==> src/rtl/wb_block_master.sv <==
// wb_block_master: bus initiator that fills or copies a block of words over
// the word-addressed io_bus_* protocol, one single-word transaction at a time.
//
// Ports:
//   clk, reset            clock, asynchronous active-low reset
//   io_cmd_start          one-cycle command strobe (honoured only when idle)
//   io_cmd_copy           1 = copy src->dst, 0 = fill dst with io_cmd_value
//   io_cmd_src/dst        start addresses, latched at start
//   io_cmd_len            word count (0 is legal, completes without bus cycles)
//   io_cmd_value          fill word
//   io_cmd_abort          terminate the running command
//   io_busy/done/error    status: busy level, end-of-command pulse, sticky timeout
//   io_bus_*              bus side: addr, dat2 (write data), dat4 (read data),
//                         sel, we, ack (idles high, low for the execute cycle)
module wb_block_master #(
    parameter int unsigned ADDR_STEP = 1,
    parameter int unsigned TIMEOUT   = 255
) (
    input  logic        clk,
    input  logic        reset,
    input  logic        io_cmd_start,
    input  logic        io_cmd_copy,
    input  logic [31:0] io_cmd_src,
    input  logic [31:0] io_cmd_dst,
    input  logic [15:0] io_cmd_len,
    input  logic [31:0] io_cmd_value,
    input  logic        io_cmd_abort,
    output logic        io_busy,
    output logic        io_done,
    output logic        io_error,
    output logic [31:0] io_bus_addr,
    output logic [31:0] io_bus_dat2,
    input  logic [31:0] io_bus_dat4,
    output logic        io_bus_sel,
    output logic        io_bus_we,
    input  logic        io_bus_ack
);

    localparam int unsigned AW = 32;
    localparam int unsigned DW = 32;
    localparam int unsigned LW = 16;
    localparam int unsigned CW = 16;

    typedef enum logic [2:0] {
        S_IDLE,
        S_RD,
        S_RD_GAP,
        S_WR,
        S_WR_GAP
    } state_t;

    state_t          state_q, state_d;
    logic            copy_q, copy_d;
    logic [AW-1:0]   src_q, src_d;
    logic [AW-1:0]   dst_q, dst_d;
    logic [LW-1:0]   remain_q, remain_d;
    logic [DW-1:0]   value_q, value_d;
    logic [DW-1:0]   rbuf_q, rbuf_d;
    logic            seen_low_q, seen_low_d;
    logic [CW-1:0]   cnt_q, cnt_d;
    logic [AW-1:0]   addr_q, addr_d;
    logic [DW-1:0]   dat2_q, dat2_d;
    logic            sel_q, sel_d;
    logic            we_q, we_d;
    logic            busy_q, busy_d;
    logic            done_q, done_d;
    logic            error_q, error_d;

    logic            phase_done;
    logic            timeout_hit;

    // A phase only completes on ack high after ack was seen low, since ack idles high.
    assign phase_done  = io_bus_ack & seen_low_q;
    assign timeout_hit = (cnt_q == CW'(TIMEOUT - 1));

    // State register and all registered outputs.
    always_ff @(posedge clk or negedge reset) begin
        if (!reset) begin
            state_q    <= S_IDLE;
            copy_q     <= 1'b0;
            src_q      <= '0;
            dst_q      <= '0;
            remain_q   <= '0;
            value_q    <= '0;
            rbuf_q     <= '0;
            seen_low_q <= 1'b0;
            cnt_q      <= '0;
            addr_q     <= '0;
            dat2_q     <= '0;
            sel_q      <= 1'b0;
            we_q       <= 1'b0;
            busy_q     <= 1'b0;
            done_q     <= 1'b0;
            error_q    <= 1'b0;
        end else begin
            state_q    <= state_d;
            copy_q     <= copy_d;
            src_q      <= src_d;
            dst_q      <= dst_d;
            remain_q   <= remain_d;
            value_q    <= value_d;
            rbuf_q     <= rbuf_d;
            seen_low_q <= seen_low_d;
            cnt_q      <= cnt_d;
            addr_q     <= addr_d;
            dat2_q     <= dat2_d;
            sel_q      <= sel_d;
            we_q       <= we_d;
            busy_q     <= busy_d;
            done_q     <= done_d;
            error_q    <= error_d;
        end
    end

    // Next-state and next-output logic.
    always_comb begin
        state_d    = state_q;
        copy_d     = copy_q;
        src_d      = src_q;
        dst_d      = dst_q;
        remain_d   = remain_q;
        value_d    = value_q;
        rbuf_d     = rbuf_q;
        seen_low_d = seen_low_q;
        cnt_d      = cnt_q;
        addr_d     = addr_q;
        dat2_d     = dat2_q;
        busy_d     = busy_q;
        done_d     = 1'b0;
        error_d    = error_q;

        case (state_q)
            S_IDLE: begin
                // Start wins over a simultaneous abort; abort alone is a no-op here.
                if (io_cmd_start) begin
                    copy_d     = io_cmd_copy;
                    src_d      = io_cmd_src;
                    dst_d      = io_cmd_dst;
                    remain_d   = io_cmd_len;
                    value_d    = io_cmd_value;
                    error_d    = 1'b0;
                    seen_low_d = 1'b0;
                    cnt_d      = '0;
                    if (io_cmd_len != '0) begin
                        busy_d  = 1'b1;
                        state_d = io_cmd_copy ? S_RD : S_WR;
                    end else begin
                        done_d = 1'b1;
                    end
                end
            end
            S_RD, S_WR: begin
                // Priority: abort, then completion, then timeout.
                if (io_cmd_abort) begin
                    state_d = S_IDLE;
                    busy_d  = 1'b0;
                    done_d  = 1'b1;
                end else if (phase_done) begin
                    if (state_q == S_RD) begin
                        rbuf_d  = io_bus_dat4;
                        state_d = S_RD_GAP;
                    end else begin
                        state_d = S_WR_GAP;
                    end
                end else if (timeout_hit) begin
                    state_d = S_IDLE;
                    busy_d  = 1'b0;
                    done_d  = 1'b1;
                    error_d = 1'b1;
                end else begin
                    seen_low_d = seen_low_q | (sel_q & ~io_bus_ack);
                    cnt_d      = cnt_q + CW'(1);
                end
            end
            S_RD_GAP: begin
                if (io_cmd_abort) begin
                    state_d = S_IDLE;
                    busy_d  = 1'b0;
                    done_d  = 1'b1;
                end else begin
                    state_d    = S_WR;
                    seen_low_d = 1'b0;
                    cnt_d      = '0;
                end
            end
            S_WR_GAP: begin
                if (io_cmd_abort) begin
                    state_d = S_IDLE;
                    busy_d  = 1'b0;
                    done_d  = 1'b1;
                end else begin
                    // Pointers wrap silently modulo 2^32.
                    remain_d   = remain_q - LW'(1);
                    src_d      = src_q + AW'(ADDR_STEP);
                    dst_d      = dst_q + AW'(ADDR_STEP);
                    seen_low_d = 1'b0;
                    cnt_d      = '0;
                    if (remain_q == LW'(1)) begin
                        state_d = S_IDLE;
                        busy_d  = 1'b0;
                        done_d  = 1'b1;
                    end else begin
                        state_d = copy_q ? S_RD : S_WR;
                    end
                end
            end
            default: begin
                state_d = S_IDLE;
                busy_d  = 1'b0;
            end
        endcase

        // Bus outputs follow the next state so sel rises on the entry edge.
        sel_d = (state_d == S_RD) || (state_d == S_WR);
        we_d  = (state_d == S_WR);
        if (state_d == S_RD) begin
            addr_d = src_d;
        end else if (state_d == S_WR) begin
            addr_d = dst_d;
            dat2_d = copy_d ? rbuf_d : value_d;
        end
    end

    assign io_busy     = busy_q;
    assign io_done     = done_q;
    assign io_error    = error_q;
    assign io_bus_addr = addr_q;
    assign io_bus_dat2 = dat2_q;
    assign io_bus_sel  = sel_q;
    assign io_bus_we   = we_q;

endmodule

==> config.mk <==
export PLATFORM = sky130hd
export DESIGN_NAME = wb_block_master
export DESIGN_NICKNAME = d
export VERILOG_FILES = /design/src/rtl/wb_block_master.sv
export SDC_FILE = /design/constraint.sdc
export NUM_CORES = 1
export LEC_CHECK = 0
export CAP_MARGIN = 10
export CELL_PAD_IN_SITES_DETAIL_PLACEMENT = 2
export CELL_PAD_IN_SITES_GLOBAL_PLACEMENT = 2
export CORE_MARGIN = 3
export CORE_UTILIZATION = 32
export CTS_CLUSTER_SIZE = 12
export DETAILED_ROUTE_END_ITERATION = 10
export GPL_TIMING_DRIVEN = 1
export PLACE_DENSITY = 0.78
export SYNTH_ARGS = -nofsm -noshare
export SYNTH_HDL_FRONTEND = slang
export SYNTH_SLANG_ARGS = --single-unit
export TNS_END_PERCENT = 50
==> constraint.sdc <==
create_clock -name clk -period 3.61 [get_ports clk]
set_input_delay 0.722 -clock clk [delete_from_list [all_inputs] [get_ports clk]]
set_output_delay 0.722 -clock clk [all_outputs]
set_load 0.005 [all_outputs]
# Word level (Yosys, flattened, before mapping)

Index checks and enable logic that the tools add are counted.

Add/subtract/negate cells: 4
Reduce and logical (&&, ||, !) cells: 14
Mux-type cells: 66
Bitwise gates (word level): 5
Equal/unequal tests: 20

Operators with widths:

| cell                    | number |
|---|---|
| $mux W32                | 13 |
| $pmux W32 S2            | 2 |
| $mux W16                | 7 |
| $add A32 B1 Y32 const B | 2 |
| $pmux W16 S3            | 1 |
| $pmux W16 S2            | 1 |
| $mux W1                 | 26 |
| $mux W3                 | 6 |
| $ne A2 B2 Y1 const B    | 9 |
| $add A16 B1 Y16 const B | 1 |
| $eq A16 B1 Y1 const B   | 1 |
| $eq A16 B8 Y1 const B   | 1 |
| $reduce_bool A16 Y1     | 1 |
| $sub A16 B1 Y16 const B | 1 |
| $pmux W3 S4             | 1 |
| $reduce_and A6 Y1       | 2 |
| $mux W2                 | 5 |
| $eq A3 B2 Y1 const B    | 3 |
| $ne A3 B3 Y1 const B    | 3 |
| $pmux W1 S4             | 2 |
| $eq A3 B1 Y1 const B    | 2 |
| $reduce_bool A2 Y1      | 3 |
| $reduce_and A5 Y1       | 1 |
| $reduce_or A2 Y1        | 2 |
| 11 further kinds        | 13 |

Bits of input ports: 150
Bits in registers: 234
Output and inout bits: 69

# Logic depth before layout (Yosys ltp)

Gate-level depths: netlist (run 1).

Word-level depth: 8
Gate-level depth with buffers: 11
Gate-level depth less buffers: 9

# Worst setup path after synthesis (run 1)

No wires, ideal clock.

Path kind: register to register
Start: reg cnt_q[12]
End: reg addr_q[27] (netlist: io_bus_addr[27])
Cell stages (with the launch flop): 8
Setup slack: 0.921 ns
Arrival: 2.566 ns
Period minus slack after synthesis: 2.689 ns
Path buffers: 0
Cell sequence: dfrtp_1 -> or4_4 -> nor4_4 -> o2bb2ai_1 -> a211oi_4 -> inv_2 -> or4_1 -> o221a_1

Word-level cells in the longest chain between the ends: 7

Ends and longest elaborated chain:

| element                                               | RTL line | text |
|---|---|---|
| start: declaration                                    | 60       | `logic [CW-1:0] cnt_q, cnt_d;` |
| start signal: assignment                              | 104      | `cnt_q <= cnt_d;` |
| $eq A16 B8 Y1 (*)                                     | 74       | `assign timeout_hit = (cnt_q == CW'(TIMEOUT - 1));` |
| $mux W3 (*)                                           | 165      | `end else if (timeout_hit) begin` |
| $mux W3 (*)                                           | 158      | `end else if (phase_done) begin` |
| $mux W3 (*)                                           | 154      | `if (io_cmd_abort) begin` |
| $pmux W3 S4 (*)                                       | 132      | `case (state_q)` |
| $eq A3 B1 Y1 / $eq A3 B2 Y1 (equally long branches)   | 216, 218 |  |
| $mux W32 / $reduce_bool A2 Y1 (equally long branches) | --       |  |
| end signal: assignment                                | 105      | `addr_q <= addr_d;` |
| end: declaration                                      | 61       | `logic [AW-1:0] addr_q, addr_d;` |

Every way passes the cells marked *; elsewhere a longest branch is shown, timed or not.
A chain may end at the register's enable or synchronous reset.

# Worst setup path in the final report (run 1)

Start: reg remain_q[12]
End: reg addr_q[19] (netlist: io_bus_addr[19])

Word-level cells in the longest chain between the ends: 6

Ends and longest elaborated chain:

| element                                               | RTL line | text |
|---|---|---|
| start: declaration                                    | 56       | `logic [LW-1:0] remain_q, remain_d;` |
| start signal: assignment                              | 100      | `remain_q <= remain_d;` |
| $eq A16 B1 Y1 (*)                                     | 198      | `if (remain_q == LW'(1)) begin` |
| $mux W2 (*)                                           | 198      |  |
| $mux W2 (*)                                           | 187      | `if (io_cmd_abort) begin` |
| $pmux W3 S4 (*)                                       | 132      |  |
| $eq A3 B1 Y1 / $eq A3 B2 Y1 (equally long branches)   | 216, 218 |  |
| $mux W32 / $reduce_bool A2 Y1 (equally long branches) | --       |  |

Marks and branches as above.

==> results of run 1 <==
## metal layers
layer  vias up  wire length [um]
met3        79              2460
met2       278             25000
met5         -                13
li1       5266                 -
met1      6110             21900
met4         2              1390
## where the power goes
| part | switching (W) | internal, W | leakage (nW) |
|---|---|---|---|
| clock network | 0.00120 | 0.00196 | 0.504 |
| logic | 0.00335 | 0.00240 | 3.33 |
| registers | 0.00103 | 0.00376 | 2.89 |
## stage by stage
stage,instance area [sq um],instances
5_1_grt,16100,2058
3_5_place_dp,15100,2003
2_1_floorplan,12100,1311
6_report,16100,2058
3_3_place_gp,15100,2003
4_1_cts,16100,2054
## cells in the mapped netlist, drive strengths merged, types with 4 or more instances
cell type / instances
dfrtp: 234
nand2: 199
o21ai: 119
nor2: 83
clkbuf: 70
a21oi: 62
mux2i: 54
nand3: 51
nand4: 42
nor3: 37
mux2: 35
nor4: 28
inv: 20
a31oi: 17
and4: 17
o22ai: 17
or3: 16
and3: 15
a22oi: 14
and2: 14
buf: 14
o31ai: 13
o211ai: 10
a31o: 8
o22a: 8
or4: 8
nand2b: 7
a311oi: 6
ha: 6
a211oi: 5
a41oi: 5
or2: 5
a211o: 4
a21o: 4
a22o: 4
o311ai: 4
xnor2: 4
## layout make-up
class                      instances  share of cell area, %
multi-input combinational        973                   36.5
clock buffer                      41                   5.21
timing repair buffer             272                   16.5
antenna                            4                 0.0620
tap                              504                   3.91
inverter                          20                  0.465
sequential                       234                   36.3
clock inverter                    10                   1.09
## worst reg2reg max path, cell delays in order (launching register included)
cell,delay [ns]
dfrtp_1,0.40
or4_1,0.63
and4b_1,0.43
o21ai_0,0.21
a211oi_4,0.36
inv_1,0.18
buf_4,0.27
o221a_2,0.32
## cell families after synthesis
| group | after synthesis |
|---|---|
| AOI/OAI and AO/OA | 328 |
| xor gates and xnor gates | 7 |
| adders and majority gates | 6 |
| buffers and inverters | 104 |
| DFF | 234 |
| muxes | 89 |
| and+or+nand+nor | 543 |
## registers in the layout (all words and copies together), names as in the netlist
signal,flops
io_bus_addr,32
src_q,32
io_bus_dat2,32
state_q,3
value_q,32
cnt_q,16
io_done,1
io_bus_we,1
io_bus_sel,1
copy_q,1
io_busy,1
remain_q,16
io_error,1
dst_q,32
seen_low_q,1
rbuf_q,32
## worst min-delay path by stage
stage,start,to,cells past startpoint,slack (ns)
2_1_floorplan,reset,cnt_q[0],0,0.43
3_3_place_gp,value_q[14],value_q[14],2,0.45
3_5_place_dp,value_q[18],value_q[18],2,0.47
4_1_cts,reset,remain_q[6],1,0.18
5_1_grt,reset,remain_q[6],1,0.19
6_report,reset,remain_q[3],1,0.13
==> results.toml, run 1 <==
[timing]
setup_slack_ns = 0.694
worst_pin_slew_ns = 0.830
drv_slew = 0
slew_headroom_pct = 44.3
tns_ns = 0
hold_viol_final = 0
post-route-period-util_pct = 80.8
post-route-min-period_ns = 2.92
setup-violations-final = 0
fmax_mhz = 343
fin_skew_ns = 0.0120
rsz0062_at_grt = "no"
whs_ns = 0.135

[placement]
dp_hpwl_mm = 35.3
preCtsSetupSlack_ns = 0.303
port_buffers = 218
place_congestion = 0.829

[synthesis]
yosysTopAreaCell = "dfrtp_1"
synth_fp_nets = 1467
syn_inst = 1311
synth_edf_count = 0
synth-simple-area-share_pct = 22.3
async_flop_share_pct = 100
ys_warn_count = 0
ys_seq_area_share_pct = 48.4
synth-seq-cells = 234
synth-main-ff-cell = "dfrtp_1"
synth_mux_area_share_pct = 7.72
yosys.area_share.xor_xnor_pct = 0.506
yosys-top-cells-area = "dfrtp_1 (48%), nand2_1 (6.2%), o21ai_0 (4.9%), mux2i_1 (4.5%), mux2_2 (3.3%)"
synth_compound_area_share_pct = 17.2
netlist.area_leader.share_pct = 48.4
synth_area_per_cell_sq_um = 9.24
synth_top_family_by_area = "simple AND/OR/NAND/NOR gates"
syn-cell-area_sq_um = 12100
synth_adder_area_share_pct = 0.620
yosysUniqueCellTypes = 72

[power]
p_per_area_nw_per_um2 = 848
peakVddDrop_uv = 436
p_leak_nw = 6.73
power_w = 0.0137

[layout]
layout_common_cells = "dfrtp_1 (234), clkdlybuf4s50_1 (217), nand2_1 (199)"
multi_input_area_sq_um = 5890
num-fill-cells = 4006
final_nets = 1685
layout-drive-gt1-share_pct = 10.6
area_growth_syn_to_layout_pct = 33.3
seq_area_sq_um = 5860
layout_commonest_cell = "dfrtp_1"
utilization_pct = 43.7

[setup_path]
crit_family = "simple AND/OR/NAND/NOR gates"
worstReg2RegStart = "remain_q[12]"
worstPathRequired_ns = 4.05
arrival_ns = 3.36
ff2ff_path_depth = 7
crit_path_end_kind = "flip-flop"
worstReg2RegEnd = "io_bus_addr[19]"
worstSetupStartpoint = "remain_q[12]"
cp_slowest_cell = "or4_1"
worst-path-buf-inv = 2
crit_end = "io_bus_addr[19]"
critPathKind = "flip-flop to flip-flop"
crit_fanout = 29
max_stage_delay_ns = 0.63
rrSetupSlack_ns = 0.69
cp.depth = 7
crit_chain = "or4_1, and4b_1, o21ai_0, a211oi_4, inv_1, buf_4, o221a_2"
start_kind = "flip-flop"

[detailed_routing]
drtIter0Drc = 549
viasPerCell = 5.70
via_count = 11700
detail-route-antenna-nets = 0
drc = 0
wl_per_cell_um = 24.7
drt-total-wl_mm = 50.8
firstDrtPassIters = 5

[clocking]
cts_setup_buffers = 0
clkLatencyLatePin_ns = 0.56
clk_path_buf_depth = 3
cts_tree = "done"
clkSinkCount = 234
h-tree-depth = 1
clk_pin_slew_worst_paths_ns = 0.06
cts-hold-fix-buffers = 0
ctsResizeCount = 0
cts_root_buf = "clkbuf_16"
cts-buffers-inserted = 28

[grt]
antenna_found_initial = 6
use_met3_pct = 4.54
grt-busiest-layer = "met2"
grt_usage_pct = 24.8
grt_util_met2_pct = 42.4
grt_max_degree = 85
grt.met1_usage_pct = 32.1
grt.overflow.total = 0
first_global_vias = 13200
grt_pass1_wl_mm = 79.7

[floorplanning]
dieHeight_um = 201
pin_count = 219
rows = 70
dieArea_sq_um = 40200
die_w_um = 201
core_region_area_sq_um = 37000
start_util_pct = 32.8

[worst_hold_path]
min_path_type = "primary input to async pin"

[run]
max_cap_violations = 0

[outcome]
outcome = "finished clean"
Note: power is estimated with default switching activity, not from simulation.
==> run 2, diff against run 1 <==
--- a/config.mk
+++ b/config.mk
@@ -9,11 +9,11 @@
 export CELL_PAD_IN_SITES_DETAIL_PLACEMENT = 2
 export CELL_PAD_IN_SITES_GLOBAL_PLACEMENT = 2
 export CORE_MARGIN = 3
-export CORE_UTILIZATION = 32
+export CORE_UTILIZATION = 29
 export CTS_CLUSTER_SIZE = 12
 export DETAILED_ROUTE_END_ITERATION = 10
 export GPL_TIMING_DRIVEN = 1
-export PLACE_DENSITY = 0.78
+export PLACE_DENSITY = 0.75
 export SYNTH_ARGS = -nofsm -noshare
 export SYNTH_HDL_FRONTEND = slang
 export SYNTH_SLANG_ARGS = --single-unit
==> constraint.sdc (replaced) <==
create_clock -name clk -period 2.33 [get_ports clk]
set_input_delay 0.466 -clock clk [delete_from_list [all_inputs] [get_ports clk]]
set_output_delay 0.466 -clock clk [all_outputs]
set_load 0.005 [all_outputs]
==> run 2 against run 1 <==
Utilization grew 0.53 points. The flow now finishes with violations (negative setup slack). Clock skew is 0.0018 ns lower. Setup slack worse by 0.98 ns. Maximum frequency increased by 12%. Combinational power is 110% higher. Power rose by 74%. Sequential power rose by 53%. Count of clock-buffer cells in the layout grew 6. Clock power increased by 43%. Critical endpoint is now io_bus_addr[27]. Via count rose by 8.5%.
==> results.toml, run 2 (synthesis results as in run 1) <==
[grt]
grt_usage_pct = 25.8
antenna_found_initial = 2
first_global_vias = 14300
grt_pass1_wl_mm = 88.6
grt.overflow.total = 0
grt_max_degree = 54

[clocking]
cts_tree = "done"
clk_path_buf_depth = 3
h-tree-depth = 1
cts-buffers-inserted = 29
clkSinkCount = 234
clkLatencyLatePin_ns = 0.58
cts_root_buf = "clkbuf_16"
clk_pin_slew_worst_paths_ns = 0.06

[timing]
fin_skew_ns = 0.0101
rsz0062_at_grt = "yes"
post-route-min-period_ns = 2.61
tns_ns = -13.34
setup-violations-final = 66
hold_viol_final = 0
worst_pin_slew_ns = 0.606
slew_headroom_pct = 59.1
post-route-period-util_pct = 112
fmax_mhz = 383
setup_slack_ns = -0.282
drv_slew = 0

[floorplanning]
rows = 74
pin_count = 219
dieArea_sq_um = 44200
start_util_pct = 29.5
dieHeight_um = 210
die_w_um = 210
core_region_area_sq_um = 41000

[layout]
final_cell_area_sq_um = 18100
utilization_pct = 44.2
layout-drive-gt1-share_pct = 23.0
final_nets = 1882
fin_cells = 2282
layout_commonest_cell = "dfrtp_1"
layout_common_cells = "dfrtp_1 (232), clkdlybuf4s50_1 (217), buf_4 (212)"
area_growth_syn_to_layout_pct = 49.7

[setup_path]
crit_fanout = 7
crit_chain = "or4_4, and4b_1, buf_6, o21bai_4, a211oi_4, buf_6, inv_8, or4_4, o221a_1"
worstReg2RegEnd = "io_bus_addr[27]"
max_stage_delay_ns = 0.54
cp_slowest_cell = "or4_4"
worstPathRequired_ns = 2.79
rrSetupSlack_ns = -0.28
start_kind = "flip-flop"
worstReg2RegStart = "remain_q[12]"
arrival_ns = 3.07
critPathKind = "flip-flop to flip-flop"
ff2ff_path_depth = 9
crit_path_end_kind = "flip-flop"

[detailed_routing]
met2_length_mm = 28.8
drt-total-wl_mm = 58.3
viasPerCell = 5.58
firstDrtPassIters = 5
detail-route-antenna-nets = 0
wl_met3_mm = 3.01
wl_per_cell_um = 25.5
met1Wirelength_mm = 24.7
drc = 0
top_layer = "met4"
via_count = 12700
drtIter0Drc = 792

[outcome]
outcome = "finished with violations"
violations = "negative setup slack"

[placement]
placed_area_sq_um = 16700
port_buffers = 218
dp.cells = 2211
dp_hpwl_mm = 41.3
place_congestion = 0.867

[power]
p_leak_nw = 7.80
power_w = 0.0238
peakVddDrop_uv = 654
p_per_area_nw_per_um2 = 1310

[run]
max_cap_violations = 0

[worst_hold_path]
min_path_type = "primary input to async pin"
[run 2: worst max-delay path by stage]
stage / start / end / slack, ns / cells past startpoint
after floorplan: remain_q[11] / io_bus_addr[27] / -0.02 / 7
after global placement: io_cmd_len[12] / io_bus_addr[28] / -0.63 / 10
after detailed placement: io_cmd_len[12] / io_bus_addr[30] / -0.78 / 9
after CTS: remain_q[12] / io_bus_addr[27] / -0.20 / 9
after global routing: remain_q[12] / io_bus_dat2[0] / -0.37 / 10
final: remain_q[12] / io_bus_addr[27] / -0.28 / 9
[run 2: layer usage]
layer / vias to the layer above / GRT usage, %
li1: 5667 / -
met5: - / 0
met1: 6621 / 33.8
met3: 94 / 4.58
met4: 0 / 8.00
met2: 346 / 43.8
[run 2: repair_timing]
item / CTS / global route
cloned: 3 / 3
pin swaps: 7 / 13
hold buffers: 1 / 0
setup endpoints to repair: 75 / 80
buffers inserted: 6 / 3
gates resized for setup: 56 / 42
endpoints found under the hold margin: 45 / 0
[run 2: power breakdown]
group / leakage, nW / switching [W] / internal, W
Sequential: 2.89 / 0.00151 / 0.00582
Combinational: 4.44 / 0.00639 / 0.00555
Clock: 0.470 / 0.00188 / 0.00263
[run 2: metrics by stage]
step	setup WS (ns)	hold slack, ns
2_1_floorplan	-0.0223	0.170
3_3_place_gp	-0.629	0.454
3_5_place_dp	-0.782	0.456
4_1_cts	-0.204	0.420
5_1_grt	-0.370	0.437
6_report	-0.282	0.416
[run 2: layout make-up]
| class | instances | area [sq um] |
|---|---|---|
| clock inverter | 5 | 40.0 |
| clock buffer | 47 | 903 |
| timing repair inverter | 1 | 7.51 |
| sequential | 234 | 5860 |
| antenna | 3 | 7.51 |
| multi-input combinational | 973 | 6110 |
| inverter | 20 | 85.1 |
| fill | 4333 | 22900 |
| tap | 532 | 666 |
| timing repair buffer | 467 | 4450 |
[run 2: worst max-delay path: cells and delay by family (launching register included)]
family          cells  cell delay [ns]
flops               1             0.38
buf+inv             3             0.38
compound gates      3             0.45
simple gates        3             1.27
==> run 3, diff against run 2 <==
--- a/config.mk
+++ b/config.mk
@@ -10,6 +10,7 @@
 export CELL_PAD_IN_SITES_GLOBAL_PLACEMENT = 2
 export CORE_MARGIN = 3
 export CORE_UTILIZATION = 29
+export CTS_BUF_LIST = sky130_fd_sc_hd__clkbuf_16
 export CTS_CLUSTER_SIZE = 12
 export DETAILED_ROUTE_END_ITERATION = 10
 export GPL_TIMING_DRIVEN = 1
==> run 3 against run 2 <==
The run still ends with negative setup slack left. Sequential power about the same. Critical path type unchanged. Utilization decreased by 0.058 points. Maximum frequency decreased by 1.3%. Largest power group unchanged. First-iteration DRC count decreased by 8.3%. Die area unchanged. Count of clock-buffer cells in the layout decreased by 18. Largest cell class unchanged.
==> results.toml, run 3 (synthesis results as in run 1) <==
[clocking]
clk_pin_slew_worst_paths_ns = 0.06
h-tree-depth = 1
cts_root_buf = "clkbuf_16"
clkLatencyLatePin_ns = 0.58
cts-buffers-inserted = 29
clk_path_buf_depth = 3
clkSinkCount = 234
cts_tree = "done"

[grt]
grt_pass1_wl_mm = 88.7
grt_usage_pct = 25.9
first_global_vias = 14400
antenna_found_initial = 2
grt.overflow.total = 0
grt_max_degree = 54

[layout]
multi_input_area_sq_um = 6190
num-fill-cells = 4339
area_growth_syn_to_layout_pct = 49.5
layout-drive-gt1-share_pct = 23.0
layout_common_cells = "dfrtp_1 (233), clkdlybuf4s50_1 (217), buf_4 (213)"
seq_area_sq_um = 5860
layout_commonest_cell = "dfrtp_1"
fin_cells = 2284
utilization_pct = 44.1
final_nets = 1885

[timing]
slew_headroom_pct = 60.3
drv_slew = 0
hold_viol_final = 0
whs_ns = 0.406
tns_ns = -13.34
setup-violations-final = 66
post-route-period-util_pct = 114
post-route-min-period_ns = 2.65
worst_pin_slew_ns = 0.594
rsz0062_at_grt = "yes"
fmax_mhz = 378
fin_skew_ns = 0.0128
setup_slack_ns = -0.315

[power]
peakVddDrop_uv = 640
p_leak_nw = 7.80
p_per_area_nw_per_um2 = 1300

[setup_path]
crit_fanout = 4
critPathKind = "flip-flop to flip-flop"
ff2ff_path_depth = 10
rrSetupSlack_ns = -0.32
crit_path_end_kind = "flip-flop"
arrival_ns = 3.16
start_kind = "flip-flop"
worstPathRequired_ns = 2.85

[placement]
place_congestion = 0.867
port_buffers = 218
dp_hpwl_mm = 41.3
dp.cells = 2211

[detailed_routing]
wl_per_cell_um = 25.4
drtIter0Drc = 726
detail-route-antenna-nets = 0
via_count = 12700
firstDrtPassIters = 5
drt-total-wl_mm = 58.1
drc = 0
viasPerCell = 5.57

[worst_hold_path]
min_path_type = "primary input to async pin"

[floorplanning]
rows = 74
die_w_um = 210
start_util_pct = 29.5
dieArea_sq_um = 44200
core_region_area_sq_um = 41000
pin_count = 219
dieHeight_um = 210

[outcome]
violations = "negative setup slack"
outcome = "finished with violations"

[run]
max_cap_violations = 0
[run 3: changes by cell type in the layout (fill, tap and decap cells not counted), moves of 3 or more]
| cell | before | now |
|---|---|---|
| buf_6 | 9 | 12 |
| clkbuf_1 | 7 | 0 |
| clkbuf_16 | 32 | 29 |
| clkbuf_8 | 11 | 0 |
| clkinv_1 | 0 | 11 |
| inv_1 | 17 | 23 |
| o21ai_0 | 96 | 81 |
| o21ai_1 | 21 | 33 |
[run 3: area by class of cell]
type | count | area share, %
Timing Repair inverter | 1 | 0.0415
Tap cell | 532 | 3.68
Antenna cell | 2 | 0.0276
Clock inverter | 23 | 0.594
Inverter | 20 | 0.470
Multi-Input combinational cell | 973 | 34.2
Sequential cell | 234 | 32.3
Timing Repair Buffer | 470 | 24.7
Clock buffer | 29 | 4.01
[run 3: stage by stage]
stage          cell area, sq um  power [W]  setup slack, ns
2_1_floorplan             12200     0.0119          -0.0223
3_3_place_gp              16700     0.0174           -0.629
3_5_place_dp              16700     0.0180           -0.782
4_1_cts                   17900     0.0232           -0.245
5_1_grt                   18100     0.0251           -0.373
6_report                  18100     0.0236           -0.315
[run 3: routing by layer]
layer  track usage (%)  wire [um]
met1              33.5      24500
met4              8.51       1960
met3              4.75       3170
met2              43.8      28400
met5                 0          0
[run 3: power by group]
part           leakage [nW]  total (W)  internal [W]  switching [W]
Combinational          4.47     0.0122       0.00569        0.00649
Clock                 0.437    0.00411       0.00224        0.00187
Sequential             2.89    0.00734       0.00582        0.00152
[run 3: critical path: stages, from the launching register on]
cell and delay [ns]:
dfrtp_1 0.39, or4_4 0.55, and4b_1 0.30, buf_6 0.14, o21bai_4 0.10, a211oi_4 0.23, buf_6 0.15, clkinvlp_4 0.15
buf_4 0.20, a32oi_2 0.19, mux2_2 0.19
[run 3: path summary, 6_finish.rpt]
kind                                 startpoint               to
max in group asynchronous                 reset        rbuf_q[5]
worst max-delay path               remain_q[11]  io_bus_addr[30]
worst min-delay path                      reset      remain_q[9]
worst min register to register       value_q[5]       value_q[5]
min in group clk                io_cmd_value[5]       value_q[5]
worst max register to register     remain_q[11]  io_bus_addr[30]
[run 3: what timing repair did]
action | CTS | global route
setup buffers | 10 | 5
pin swaps | 15 | 8
gates resized for setup | 98 | 39
endpoints found under the setup margin | 75 | 80
hold buffers | 1 | 0
gates cloned | 4 | 0
endpoints found under the hold margin | 45 | 0
